--- src/rtl/systolic_pkg.sv ---
// Shared constants, issue-FSM encoding and width helper for the systolic interpolator
// sequencer and its input FIFO.
package systolic_pkg;

    localparam int WORDLENGTH = 16;
    localparam int NPE        = 8;
    localparam int MINGAP     = 18;

    typedef enum logic {
        IDLE = 1'b0,
        GAP  = 1'b1
    } issue_state_t;

    // Bits needed to index 'value' entries (also the bits that hold value-1).
    function automatic int clog2(input int value);
        int result;
        result = 0;
        while ((1 << result) < value) begin
            result = result + 1;
        end
        return result;
    endfunction

endpackage

--- src/rtl/sync_fifo.sv ---
// Small synchronous FIFO: head word always visible from the register array, level count.
// Push is ignored when full and pop when empty; both together leave the level unchanged.
module sync_fifo #(
    parameter int WORDLENGTH = 16,
    parameter int DEPTH      = 4
) (
    input  logic                      clk_i,
    input  logic                      reset_i,
    input  logic                      push_i,
    input  logic [WORDLENGTH-1:0]     push_dat_i,
    input  logic                      pop_i,
    output logic [WORDLENGTH-1:0]     head_o,
    output logic                      full_o,
    output logic                      empty_o,
    output logic [$clog2(DEPTH):0]    level_o
);
    import systolic_pkg::*;

    localparam int AW   = clog2(DEPTH);
    localparam int LVLW = AW + 1;

    logic [WORDLENGTH-1:0] mem_q [DEPTH];
    logic [AW-1:0]         wr_ptr_q, wr_ptr_d;
    logic [AW-1:0]         rd_ptr_q, rd_ptr_d;
    logic [LVLW-1:0]       level_q, level_d;
    logic                  do_push;
    logic                  do_pop;

    assign full_o  = (level_q == LVLW'(DEPTH));
    assign empty_o = (level_q == '0);
    assign do_push = push_i && !full_o;
    assign do_pop  = pop_i && !empty_o;
    assign head_o  = mem_q[rd_ptr_q];
    assign level_o = level_q;

    always_comb begin
        wr_ptr_d = wr_ptr_q;
        rd_ptr_d = rd_ptr_q;
        level_d  = level_q;
        if (do_push) begin
            wr_ptr_d = wr_ptr_q + 1'b1;
        end
        if (do_pop) begin
            rd_ptr_d = rd_ptr_q + 1'b1;
        end
        if (do_push && !do_pop) begin
            level_d = level_q + 1'b1;
        end else if (do_pop && !do_push) begin
            level_d = level_q - 1'b1;
        end
    end

    always_ff @(posedge clk_i) begin
        if (reset_i) begin
            wr_ptr_q <= '0;
            rd_ptr_q <= '0;
            level_q  <= '0;
        end else begin
            wr_ptr_q <= wr_ptr_d;
            rd_ptr_q <= rd_ptr_d;
            level_q  <= level_d;
        end
    end

    // Storage needs no reset: a word is only read after it has been written.
    always_ff @(posedge clk_i) begin
        if (do_push) begin
            mem_q[wr_ptr_q] <= push_dat_i;
        end
    end

endmodule

--- src/rtl/systolic_sequencer.sv ---
// Feeds the systolic interpolator: buffers samples, issues spaced donext strobes, and
// qualifies the captured results once the PE chain has filled. Accepted word issues 2 cycles later.
module systolic_sequencer #(
    parameter int WORDLENGTH = systolic_pkg::WORDLENGTH,
    parameter int DEPTH      = 4,
    parameter int MINGAP     = systolic_pkg::MINGAP,
    parameter int FILL       = systolic_pkg::NPE
) (
    input  logic                      clk30x,
    input  logic                      reset,
    input  logic [WORDLENGTH-1:0]     in_data,
    input  logic                      in_valid,
    output logic                      in_ready,
    output logic [WORDLENGTH-1:0]     sys_inputword,
    output logic                      sys_donext,
    input  logic [WORDLENGTH-1:0]     sys_outputword,
    output logic [WORDLENGTH-1:0]     out_data,
    output logic                      out_valid,
    output logic [$clog2(DEPTH):0]    fifo_level
);
    import systolic_pkg::*;

    localparam int GAPW  = clog2(MINGAP);
    localparam int FILLW = clog2(FILL + 1);
    localparam logic [GAPW-1:0]  GAP_LOAD = GAPW'(MINGAP - 1);
    localparam logic [FILLW-1:0] FILL_MAX = FILLW'(FILL);

    issue_state_t          state_q, state_d;
    logic [GAPW-1:0]       gap_q, gap_d;
    logic [FILLW-1:0]      fill_q, fill_d;
    logic [WORDLENGTH-1:0] inword_q, inword_d;
    logic                  donext_q, donext_d;
    logic                  tag_q, tag_d;
    logic                  donext_d1_q;
    logic                  tag_d1_q;
    logic [WORDLENGTH-1:0] out_data_q;
    logic                  out_valid_q;

    logic                  fifo_full;
    logic                  fifo_empty;
    logic [WORDLENGTH-1:0] fifo_head;
    logic                  push;
    logic                  issue;

    // A pop in the same cycle does not open a full FIFO; ready depends on state only.
    assign in_ready = !fifo_full && !reset;
    assign push     = in_valid && in_ready;

    sync_fifo #(
        .WORDLENGTH (WORDLENGTH),
        .DEPTH      (DEPTH)
    ) u_fifo (
        .clk_i      (clk30x),
        .reset_i    (reset),
        .push_i     (push),
        .push_dat_i (in_data),
        .pop_i      (issue),
        .head_o     (fifo_head),
        .full_o     (fifo_full),
        .empty_o    (fifo_empty),
        .level_o    (fifo_level)
    );

    always_comb begin
        state_d  = state_q;
        gap_d    = gap_q;
        fill_d   = fill_q;
        inword_d = inword_q;
        donext_d = 1'b0;
        tag_d    = 1'b0;
        issue    = 1'b0;
        case (state_q)
            IDLE: begin
                if (!fifo_empty) begin
                    issue    = 1'b1;
                    inword_d = fifo_head;
                    donext_d = 1'b1;
                    tag_d    = (fill_q == FILL_MAX);
                    gap_d    = GAP_LOAD;
                    state_d  = GAP;
                    if (fill_q != FILL_MAX) begin
                        fill_d = fill_q + 1'b1;
                    end
                end
            end
            GAP: begin
                // Leaving when the count reaches zero puts strobes exactly MINGAP apart.
                if (gap_q != '0) begin
                    gap_d = gap_q - 1'b1;
                end
                if (gap_q <= GAPW'(1)) begin
                    state_d = IDLE;
                end
            end
            default: begin
                state_d = IDLE;
            end
        endcase
    end

    always_ff @(posedge clk30x) begin
        if (reset) begin
            state_q  <= IDLE;
            gap_q    <= '0;
            fill_q   <= '0;
            inword_q <= '0;
            donext_q <= 1'b0;
            tag_q    <= 1'b0;
        end else begin
            state_q  <= state_d;
            gap_q    <= gap_d;
            fill_q   <= fill_d;
            inword_q <= inword_d;
            donext_q <= donext_d;
            tag_q    <= tag_d;
        end
    end

    // The wrapper updates outputword at the end of the strobe cycle, so capture one cycle later.
    always_ff @(posedge clk30x) begin
        if (reset) begin
            donext_d1_q <= 1'b0;
            tag_d1_q    <= 1'b0;
            out_data_q  <= '0;
            out_valid_q <= 1'b0;
        end else begin
            donext_d1_q <= donext_q;
            tag_d1_q    <= tag_q;
            out_valid_q <= donext_d1_q && tag_d1_q;
            if (donext_d1_q) begin
                out_data_q <= sys_outputword;
            end
        end
    end

    assign sys_inputword = inword_q;
    assign sys_donext    = donext_q;
    assign out_data      = out_data_q;
    assign out_valid     = out_valid_q;

endmodule

--- config.mk ---
export PLATFORM = sky130hd
export DESIGN_NAME = systolic_sequencer
export DESIGN_NICKNAME = d
export VERILOG_FILES = /design/src/rtl/systolic_pkg.sv /design/src/rtl/sync_fifo.sv /design/src/rtl/systolic_sequencer.sv
export SDC_FILE = /design/constraint.sdc
export NUM_CORES = 1
export LEC_CHECK = 0
export CORE_MARGIN = 1.5
export CORE_UTILIZATION = 35
export CTS_CLUSTER_SIZE = 14
export DETAILED_ROUTE_END_ITERATION = 7
export SLEW_MARGIN = 30
export SYNTH_ARGS = -nofsm -noshare
export SYNTH_HDL_FRONTEND = slang
export SYNTH_SLANG_ARGS = --single-unit
--- constraint.sdc ---
create_clock -name clk30x -period 5.05 [get_ports clk30x]
set_clock_uncertainty 0.2 [all_clocks]
set_input_delay 0.7575 -clock clk30x [delete_from_list [all_inputs] [get_ports clk30x]]
set_output_delay 0.7575 -clock clk30x [all_outputs]
set_load 0.01 [all_outputs]
==> results.toml, run 1 <==
[run_status]
status = "completed"

[power_and_ir_drop]
power.internal_w = 0.002276
swShare = 0.3012
p_seq_frac = 0.395
switching_power_w = 0.0009809
power_leakage_nw = 2.033
power_frac_comb = 0.272
clockPowerShare = 0.333
p_per_area_mw_per_mm2 = 542.0
peakVddDrop_uv = 381.7

[clock_network]
post_cts_buffers = 0
cts.reportedPaths.clkPinSlew_ns = 0.05
cts-resized-gates = 0
clock_latency_ns = 0.41
cts_hold_buf = 0
clockBufferDepth = 2
clock-sinks = 118
clockRootBuffer = "clkbuf_16"
cts-buffers-inserted = 17
cts_htree_levels = 4
cts_tree = "yes"

[worst_setup_path]
worstPathMaxFanout = 7
arrival_ns = 2.97
cp_data_required_time_ns = 5.18
path_class = "in2reg"
critPathCaptureType = "flop"
crit_path_start_kind = "input port"

[sta]
final-max-slew-violation-count = 0
finalSetupViolations = 0
period_share = 0.5626
slew_headroom = 0.3876
tightestPinTransition_ns = 0.9185
fin_crit_ns = 2.841
grt_setup_unrepaired = "false"
clock.fmax_ghz = 0.3519
hold_viol_final = 0
worst_slack_ns = 2.209
setup_tns_ns = 0

[global_route]
grt_max_degree = 59
grt.total_usage = 0.1403
antenna_found_initial = 0
grt_overflow = 0
grt_pass1_wl_um = 14910
grt_pass1_vias = 3012

[synthesis]
synthCells = 332
synth.avg_cell_area_um2 = 13.91
yosys_warnings = 0
synth_nets = 378
ys_ff_latch = 118
syn-cell-area_mm2 = 0.004617
synth_top_area_frac = 0.4163
synth_top_area_cell = "edfxtp_1"
synth_area_leaders = "edfxtp_1 42%, dfxtp_1 23%, mux4_2 7.8%, mux2i_1 4.3%, ha_1 2.7%"
synth-seq-area-share = 0.6504
synth_cell_type_count = 43

[routing]
wirelength_um = 9095
first_pass_iters = 5
drt-vias-per-instance = 4.907
vias = 2890
drc = 0
wire_per_inst_um = 15.44
first_iter_violations = 123
antenna_left = 0

[die]
coreArea_mm2 = 0.01272
die_w_um = 117.9
die_h_um = 117.9
start_util = 0.3629
design.die.area_mm2 = 0.01389
io_pins = 73
rows = 41

[layout]
area_delta_synth_final_pct = 30.14
fill_cells = 1186
fin_nets = 450
drive_gt1_frac = 0.1343
utilization = 0.4723
n_antenna_cell = 0

[place]
io_buffers = 72
dp_worst_setup_slack_ns = 1.809
dp_hpwl_um = 5524
gp_congestion = 0.7260

[job]
maxCapViolCount = 0

[hold_path]
hold_class = "reg2reg"
power groups by stage:
stage	Sequential, W	Clock (W)	Combinational [W]
3_5_place_dp	0.00131	0	0.000895
5_1_grt	0.00131	0.00115	0.000982
2_1_floorplan	0.00129	0	0.000575
4_1_cts	0.00129	0.00111	0.000900
6_report	0.00129	0.00108	0.000886
3_3_place_gp	0.00130	0	0.000883
registers in the layout, indices dropped and copies added (netlist names):
signal,count
out_data,16
u_fifo.mem_q,64
state_q,1
gap_q,5
fill_q,4
sys_donext,1
u_fifo.level_o,3
u_fifo.rd_ptr_q,2
tag_q,1
sys_inputword,16
u_fifo.wr_ptr_q,2
tag_d1_q,1
out_valid,1
donext_d1_q,1
placed cells by master (no fill, tap or decap), types with 5 or more instances in the layout:
master	count
mux2i_1	20
ha_1	10
clkbuf_16	17
nand3_1	17
nor2_1	27
inv_1	13
dfxtp_1	54
a21oi_1	22
clkdlybuf4s50_1	71
clkinvlp_4	5
edfxtp_1	64
o21ai_0	18
nand2_1	5
mux4_2	16
worst max-delay path, cell delays in order:
cell and delay [ns]:
clkdlybuf4s50_1 0.45, nor3b_2 0.43, ha_1 0.28, inv_1 0.06, fa_1 0.37, xor2_1 0.17
or3_1 0.30, a21oi_1 0.15
logic make-up (layout without fill, tap and decap cells):
kind of cell,Yosys count,after routing,synth area share
DFF,118,118,0.6504
and+or+nand+nor,74,74,0.08293
AOI/OAI and AO/OA,54,54,0.06965
muxes,38,38,0.1271
buffers and inverters,35,120,0.03469
adders and majority gates,11,11,0.03144
xor gates and xnor gates,2,2,0.003795
final cells by class:
type	instances	area (um2)	area share
flip-flops and latches	118	3003	0.4998
multi-input cells	179	1459	0.2428
repair buffers	75	740.7	0.1233
clock buffers	19	432.9	0.07205
well taps	172	215.2	0.03582
clock inverters	13	108.9	0.01812
inverters	13	48.80	0.008122
synthesized netlist by cell type:
| cell | number |
|---|---|
| ha_1 | 10 |
| a31o_2 | 1 |
| and2_1 | 4 |
| a311oi_1 | 1 |
| o211a_4 | 1 |
| mux2i_1 | 20 |
| o21ai_0 | 18 |
| nand4_1 | 2 |
| xor2_1 | 2 |
| a31oi_1 | 2 |
| a32oi_1 | 1 |
| nor4b_1 | 1 |
| clkbuf_1 | 5 |
| o21a_1 | 1 |
| o41ai_1 | 1 |
| nor3b_2 | 1 |
| buf_4 | 2 |
| buf_1 | 3 |
| buf_6 | 1 |
| mux4_2 | 16 |
| nor3_1 | 2 |
| o21ba_2 | 1 |
| nor2_1 | 27 |
| or4_1 | 2 |
| edfxtp_1 | 64 |
| nor3b_1 | 1 |
| and3_1 | 1 |
| or3_1 | 4 |
| inv_1 | 13 |
| dfxtp_1 | 54 |
| fa_1 | 1 |
| clkbuf_2 | 1 |
| mux2_4 | 1 |
| nand3_1 | 17 |
| nor4_1 | 1 |
| mux2_2 | 1 |
| a21oi_1 | 22 |
| buf_2 | 10 |
| nor2b_1 | 3 |
| o31ai_1 | 4 |
| o311ai_1 | 1 |
| nand2_1 | 5 |
| or4b_1 | 3 |
metal layers:
layer	vias to the layer above	wire [um]	part of all wire	GRT usage
li1	1389	-	-	-
met1	1403	4165	0.46	0.1679
met2	87	4303	0.47	0.2230
met3	11	478	0.053	0.05669
met4	0	146	0.016	0.06174
met5	-	0	0	0
through the flow:
step	hold WS, ns	cell area, um2	power (W)	std cells
floorplan	0.2138	4617	0.001866	332
global placement	0.2258	5464	0.002187	557
detailed placement	0.2283	5466	0.002204	557
CTS	0.2466	6008	0.003304	589
global route	0.2593	6008	0.003439	589
finish	0.2379	6008	0.003257	589
worst paths after layout:
path,slack [ns],to,cells past startpoint,from
min reg2reg,0.24,tag_d1_q,1,tag_q
max,2.21,u_fifo.level_o[2],8,in_valid
max reg2reg,2.40,u_fifo.level_o[2],8,u_fifo.level_o[0]
min,0.24,tag_d1_q,1,tag_q
Power figures use the tool's default switching activity.
==> run 2, diff against run 1 <==
Clock period 5.05 ns to 2.5 ns, I/O delays scaled along.
==> results.toml, run 2 (synthesis results as in run 1) <==
[hold_path]
min_from = "tag_q"
min_delay_path_depth = 1
hold_class = "reg2reg"
worstHoldEndpoint = "tag_d1_q"

[sta]
fin_crit_ns = 2.339
hold_ws_ns = 0.2476
period_share = 0.9355
grt_setup_unrepaired = "false"
clock.fmax_ghz = 0.4276
slew_headroom = 0.5544
hold_viol_final = 0
finalSetupViolations = 0
tightestPinTransition_ns = 0.6684
final-max-slew-violation-count = 0

[worst_setup_path]
worstPathMaxFanout = 6
r2r-end = "u_fifo.level_o[2]"
path_class = "reg2reg"
r2r-start = "u_fifo.level_o[1]"
critPathCaptureType = "flop"
cp_top_family = "simple AND/OR/NAND/NOR gates"
reg2reg_depth = 9
crit_chain = "nor3_2, nor2_1, inv_1, ha_1, inv_1, fa_1, xor2_1, or3_1, a21oi_1"
critPathBufInv = 2
cpMostUsedCell = "inv_1"
arrival_ns = 2.47
ff2ff_setup_slack_ns = 0.16
cp_slowest_cell = "dfxtp_1"
cp_slowest_stage_delay_ns = 0.38
crit_path_start_kind = "flop"
cp_data_required_time_ns = 2.64

[routing]
wirelength_um = 9439
first_pass_iters = 4
antenna_left = 0
wire_per_inst_um = 15.73
drc = 0
vias = 2933
first_iter_violations = 159
drt-vias-per-instance = 4.888

[power_and_ir_drop]
p_per_area_mw_per_mm2 = 1121
power_leakage_nw = 2.141
peakVddDrop_uv = 715.6
finalPower_w = 0.006953

[layout]
layout.area.seq_mm2 = 0.003003
largest-register = "u_fifo.mem_q"
most-common-layout-cells = "71 x clkdlybuf4s50_1, 64 x edfxtp_1, 54 x dfxtp_1"
area_delta_synth_final_pct = 34.39
drive_gt1_frac = 0.1495
multi_input_area_mm2 = 0.001459
utilization = 0.4877
largest_register_ffs = 64
fin_nets = 461
n_antenna_cell = 0
stdcell_area_mm2 = 0.006205
fill_cells = 1178
stdcell_count = 600
final_common_cell = "clkdlybuf4s50_1"

[global_route]
antenna_found_initial = 0
grt_pass1_wl_um = 15360
grt.total_usage = 0.1465
grt_pass1_vias = 2970
grt_overflow = 0
grt_max_degree = 57

[die]
start_util = 0.3629
die_h_um = 117.9
rows = 41
die_w_um = 117.9
coreArea_mm2 = 0.01272
io_pins = 73
design.die.area_mm2 = 0.01389

[clock_network]
clockBufferDepth = 2
cts.reportedPaths.clkPinSlew_ns = 0.05
clockRootBuffer = "clkbuf_16"
cts-buffers-inserted = 17
cts_tree = "yes"
clock-sinks = 118
clock_latency_ns = 0.41
cts-resized-gates = 0
cts_hold_buf = 0
post_cts_buffers = 0
cts_htree_levels = 4

[place]
gp_congestion = 0.6766
place_area_mm2 = 0.005597
dp.cells = 568
io_buffers = 72
dp_hpwl_um = 5859

[run_status]
status = "completed"

[job]
maxCapViolCount = 0
## run 2: layout make-up
class / instances / share of cell area
flip-flops and latches: 118 / 0.4840
repair buffers: 86 / 0.1404
inverters: 13 / 0.007864
well taps: 172 / 0.03468
clock inverters: 10 / 0.02480
clock buffers: 22 / 0.07320
multi-input cells: 179 / 0.2351
## run 2: per-stage QoR
| stage | setup TNS [ns] | worst slack (ns) |
|---|---|---|
| global route | 0 | 0.001347 |
| finish | 0 | 0.1614 |
| CTS | 0 | 0.1377 |
| global placement | -0.006752 | -0.006752 |
| floorplan | 0 | 0.09577 |
| detailed placement | -0.04550 | -0.04550 |
## run 2: layer usage
layer	routed length, um	track usage	vias to the layer above	share of wire
li1	-	-	1406	-
met1	4075	0.1797	1409	0.43
met2	4516	0.2306	106	0.48
met3	709	0.05814	12	0.075
met4	138	0.06021	0	0.015
met5	0	0	-	0
## run 2: worst register-to-register path: stages, from the launching register on
cell	delay, ns
dfxtp_1	0.38
nor3_2	0.23
nor2_1	0.09
inv_1	0.14
ha_1	0.19
inv_1	0.06
fa_1	0.37
xor2_1	0.17
or3_1	0.30
a21oi_1	0.13
## run 2: how the worst max path moves through the flow
stage / from / to / cells after the start
6_report: u_fifo.level_o[1] / u_fifo.level_o[2] / 9
5_1_grt: u_fifo.level_o[1] / u_fifo.level_o[2] / 9
4_1_cts: u_fifo.level_o[0] / u_fifo.level_o[2] / 9
3_5_place_dp: in_valid / u_fifo.level_o[2] / 8
3_3_place_gp: in_valid / u_fifo.level_o[2] / 8
2_1_floorplan: u_fifo.level_o[0] / u_fifo.level_o[2] / 9
## run 2: power breakdown
part / internal, W / leakage [nW] / switching (W)
registers: 0.00236 / 1.02 / 0.000185
clock network: 0.00168 / 0.293 / 0.000803
logic: 0.000943 / 0.826 / 0.000983
total: 0.00498 / 2.14 / 0.00197
==> run 3, diff against run 2 <==
Settings changed: ABC_CLOCK_PERIOD_IN_PS set to 2500, SKIP_LAST_GASP set to 1.
==> results of run 3 <==
Final layout, timing and power as in run 2 (identical DEF).
==> edit 1 (config.mk and constraints of run 2) <==
Take the reset off `inword_q` and load it in a clocked block of its own.
--- a/src/rtl/systolic_sequencer.sv
+++ b/src/rtl/systolic_sequencer.sv
@@ -105,3 +105,2 @@
             fill_q   <= '0;
-            inword_q <= '0;
             donext_q <= 1'b0;
@@ -112,3 +111,2 @@
             fill_q   <= fill_d;
-            inword_q <= inword_d;
             donext_q <= donext_d;
@@ -116,2 +114,6 @@
         end
+    end
+
+    always_ff @(posedge clk30x) begin
+        inword_q <= inword_d;
     end
Formal check against the unedited RTL: differs if reset is asserted again (counterexample within 4 cycles, from zero or initial values and one cycle with reset high); with reset held inactive, the same outputs for 10 cycles.
==> edit 1 against run 2 <==
- fmax decreased by 1.9%
- combinational power fell by 12%
- cell area decreased by 2.7%
- setup slack worse by 0.046 ns
- non-clock buffer count shrank 1
- area after synthesis down 2.8%
- sequential power up 6%
- wire length down 14%
- critical endpoint is now in_ready
- sequential cell count unchanged
- global-route usage fell by 1.5 points
- power is 7.0% lower
- highest routed layer unchanged
- largest cell class unchanged
- sequential share of layout area increased by 4.0 points
==> edit 1: results <==
set metrics [dict create \
    post-cts-setup-buffers 0 \
    arrival_ns 1.81 \
    synthArstFlopShare_pct 0 \
    yosysTopAreaCell "edfxtp_1" \
    drt-pass1-iter-count 4 \
    cts_made_buffers 17 \
    syn_avg_cell_area_um2 16.4 \
    p_sw_mw 1.80 \
    hold_end "tag_d1_q" \
    cp_max_fo 4 \
    synth_edf_count 80 \
    drive_above_1_share_pct 18.3 \
    grt_pass1_wl_um 13300 \
    gp_congestion 0.673 \
    synth_cell_types 44 \
    grt_pass1_vias 2703 \
    clockBufferDepth 2 \
    synth.net_count 320 \
    diodes 0 \
    relSlewSlack_pct 41.2 \
    crit_family "buffers and inverters" \
    vias_per_cell 4.65 \
    pre_cts_ws_ns -0.0624 \
    clkPwrFrac_pct 32.1 \
    drtIter0Drc 161 \
    synth_area_leaders "edfxtp_1, dfxtp_1, mux4_2" \
    hp-start "tag_q" \
    ys_seq_area_share_pct 70.5 \
    multi_input_area_um2 1220 \
    avgRoutedWirePerCell_um 14.7 \
    rrSetupSlack_ns 0.17 \
    powerSeq_mw 2.70 \
    antenna_found_initial 0 \
    fill_cells 1080 \
    largest_reg_flops 64 \
    grt_max_degree 39 \
    final_nets 411 \
    whs_path_depth 1 \
    cpMaxStageDelayCell "clkdlybuf4s50_1" \
    place_inst 518 \
    io_buffers 72 \
    whs_ns 0.250 \
    p_comb_share_pct 26.2 \
    final_cells 550 \
    worstSkewPairLatency_ns 0.40 \
    power.leakage_nw 2.06 \
    cts_root_buf "clkbuf_16" \
    reg2regPathDepth 8 \
    ys_top_cells_by_count "edfxtp_1, dfxtp_1, nor2_1" \
    worstHoldPathType "reg2reg" \
    critPathMaxStageDelay_ns 0.49 \
    hpwl_um 4960 \
    regMostFlops "u_fifo.mem_q" \
    path_clk_slew_ns 0.05 \
    regToRegStartpoint "u_fifo.level_o[2]" \
    dpl_cell_area_um2 5510 \
    status "finished, final reports clean" \
    vdd_drop_max_uv 406 \
    grt.total_usage_pct 13.2 \
]
-- edit 1: cell count changes after synthesis, sizes merged, moves of 8 or more --
cell / change
o21ai: -16
a21oi: -17
dfxtp: -16
nand3: -14
buf: -8
edfxtp: +16
-- edit 1: worst max path at each step --
stage | from | endpoint | slack (ns) | depth (start not counted)
final | u_fifo.level_o[0] | in_ready | 0.12 | 4
after global routing | u_fifo.level_o[2] | u_fifo.level_o[2] | 0.03 | 8
after CTS | reset | in_ready | 0.04 | 4
after detailed placement | reset | u_fifo.level_o[2] | -0.06 | 8
after global placement | reset | u_fifo.level_o[2] | -0.03 | 8
after floorplan | u_fifo.level_o[0] | u_fifo.level_o[2] | 0.09 | 9
-- edit 1: logic make-up (layout without fill, tap and decap cells) --
logic type	after synthesis	in the layout	synth area share, %
flip-flops	118	118	70.5
AND/OR/NAND/NOR	58	58	6.83
AO/OA/AOI/OAI	21	21	3.54
adder cells (fa/ha/maj)	11	11	3.23
buffers and inverters	26	130	2.40
XOR/XNOR	2	2	0.390
multiplexers	38	38	13.1
-- edit 1: what timing repair did --
action,4_1_cts,5_1_grt
resized for setup,0,2
endpoints found under the hold margin,0,0
endpoints found under the setup margin,0,2
-- edit 1: final cells by class --
type / instances / area share [%]
Clock buffer: 19 / 7.17
Clock inverter: 13 / 1.39
Inverter: 13 / 0.808
Multi-Input combinational cell: 130 / 20.2
Sequential cell: 118 / 52.4
Tap cell: 172 / 3.56
Timing Repair Buffer: 85 / 14.4
-- edit 1: per-layer routing --
| layer | global-route usage, % | share of wire (%) | vias up |
|---|---|---|---|
| li1 | - | - | 1220 |
| met1 | 16.7 | 45 | 1235 |
| met2 | 20.3 | 47 | 89 |
| met3 | 5.19 | 6.9 | 12 |
| met4 | 5.37 | 1.2 | 0 |
| met5 | 0 | 0 | - |
==> edit 2 (config.mk and constraints of run 2) <==
Without the edit above. `DEPTH` is set to 4 in 2 places; all go to 8.
--- a/src/rtl/sync_fifo.sv
+++ b/src/rtl/sync_fifo.sv
@@ -4,3 +4,3 @@
     parameter int WORDLENGTH = 16,
-    parameter int DEPTH      = 4
+    parameter int DEPTH      = 8
 ) (
--- a/src/rtl/systolic_sequencer.sv
+++ b/src/rtl/systolic_sequencer.sv
@@ -4,3 +4,3 @@
     parameter int WORDLENGTH = systolic_pkg::WORDLENGTH,
-    parameter int DEPTH      = 4,
+    parameter int DEPTH      = 8,
     parameter int MINGAP     = systolic_pkg::MINGAP,
Ports: changed (resized fifo_level); port bits go from 73 to 74. No check against the original RTL was run, so the function may have changed too.
==> edit 2 against run 2 <==
- wire length up 50%
- area after synthesis up 55%
- global-route usage down 0.59 points
- fmax down 1.9%
- setup slack worse by 0.045 ns
- power up 34%
- utilization down 3.9 points
- via count up 35%
- sequential share of layout area up 6.9 points
- combinational power up 52%
- sequential cell count up 67
- cell area up 46%
- count of clock-buffer cells in the layout down 2
==> edit 2: results <==
set metrics [dict create \
    synth_mux_area_share_pct 12.9 \
    io_buffers 73 \
    hpwl_um 8700 \
    powerClk_mw 2.53 \
    gp_congestion 0.739 \
    grt_max_degree 58 \
    post-cts-setup-buffers 1 \
    worst_r2r_endpoint "u_fifo.level_o[3]" \
    wl_met3_um 607 \
    ys_seq_area_share_pct 69.7 \
    status "finished, final reports clean" \
    whs_ns 0.242 \
    synth-compound-area-share_pct 3.65 \
    swShare_pct 30.5 \
    dr_wl_met2_um 7160 \
    path_clk_slew_ns 0.07 \
    avgRoutedWirePerCell_um 17.3 \
    ys_top_cells_by_count "edfxtp_1, dfxtp_1, nor2_1" \
    final_nets 582 \
    grt_pass1_wl_um 22500 \
    synth.net_count 481 \
    grt_pass1_vias 4011 \
    cp_max_fo 4 \
    grtUsageMet2_pct 23.6 \
    drtIter0Drc 186 \
    cts_resized 1 \
]
-- edit 2: cell types whose count changed in the layout (fill, tap and decap cells not counted), moves of 11 or more --
cell	delta
edfxtp_1	+64
nor2_1	+26
buf_4	+17
mux4_2	+16
a21oi_1	-15
o21ai_0	-15
nand3_1	-13
nor3_2	+13
nor3_1	+11
o22ai_2	+11
-- edit 2: logic make-up (layout without fill, tap and decap cells) --
| group | Yosys count | in the layout |
|---|---|---|
| DFF | 185 | 185 |
| and+or+nand+nor | 114 | 114 |
| muxes | 52 | 52 |
| AOI/OAI and AO/OA | 32 | 32 |
| buffers and inverters | 32 | 146 |
| adders and majority gates | 11 | 11 |
| xor gates and xnor gates | 9 | 9 |
-- edit 2: layout make-up --
type	count	area, um^2
clock inverter	12	119
inverter	9	33.8
sequential	185	5000
fill	1768	11100
tap	270	338
timing repair buffer	105	1030
clock buffer	20	437
multi-input combinational	218	2090
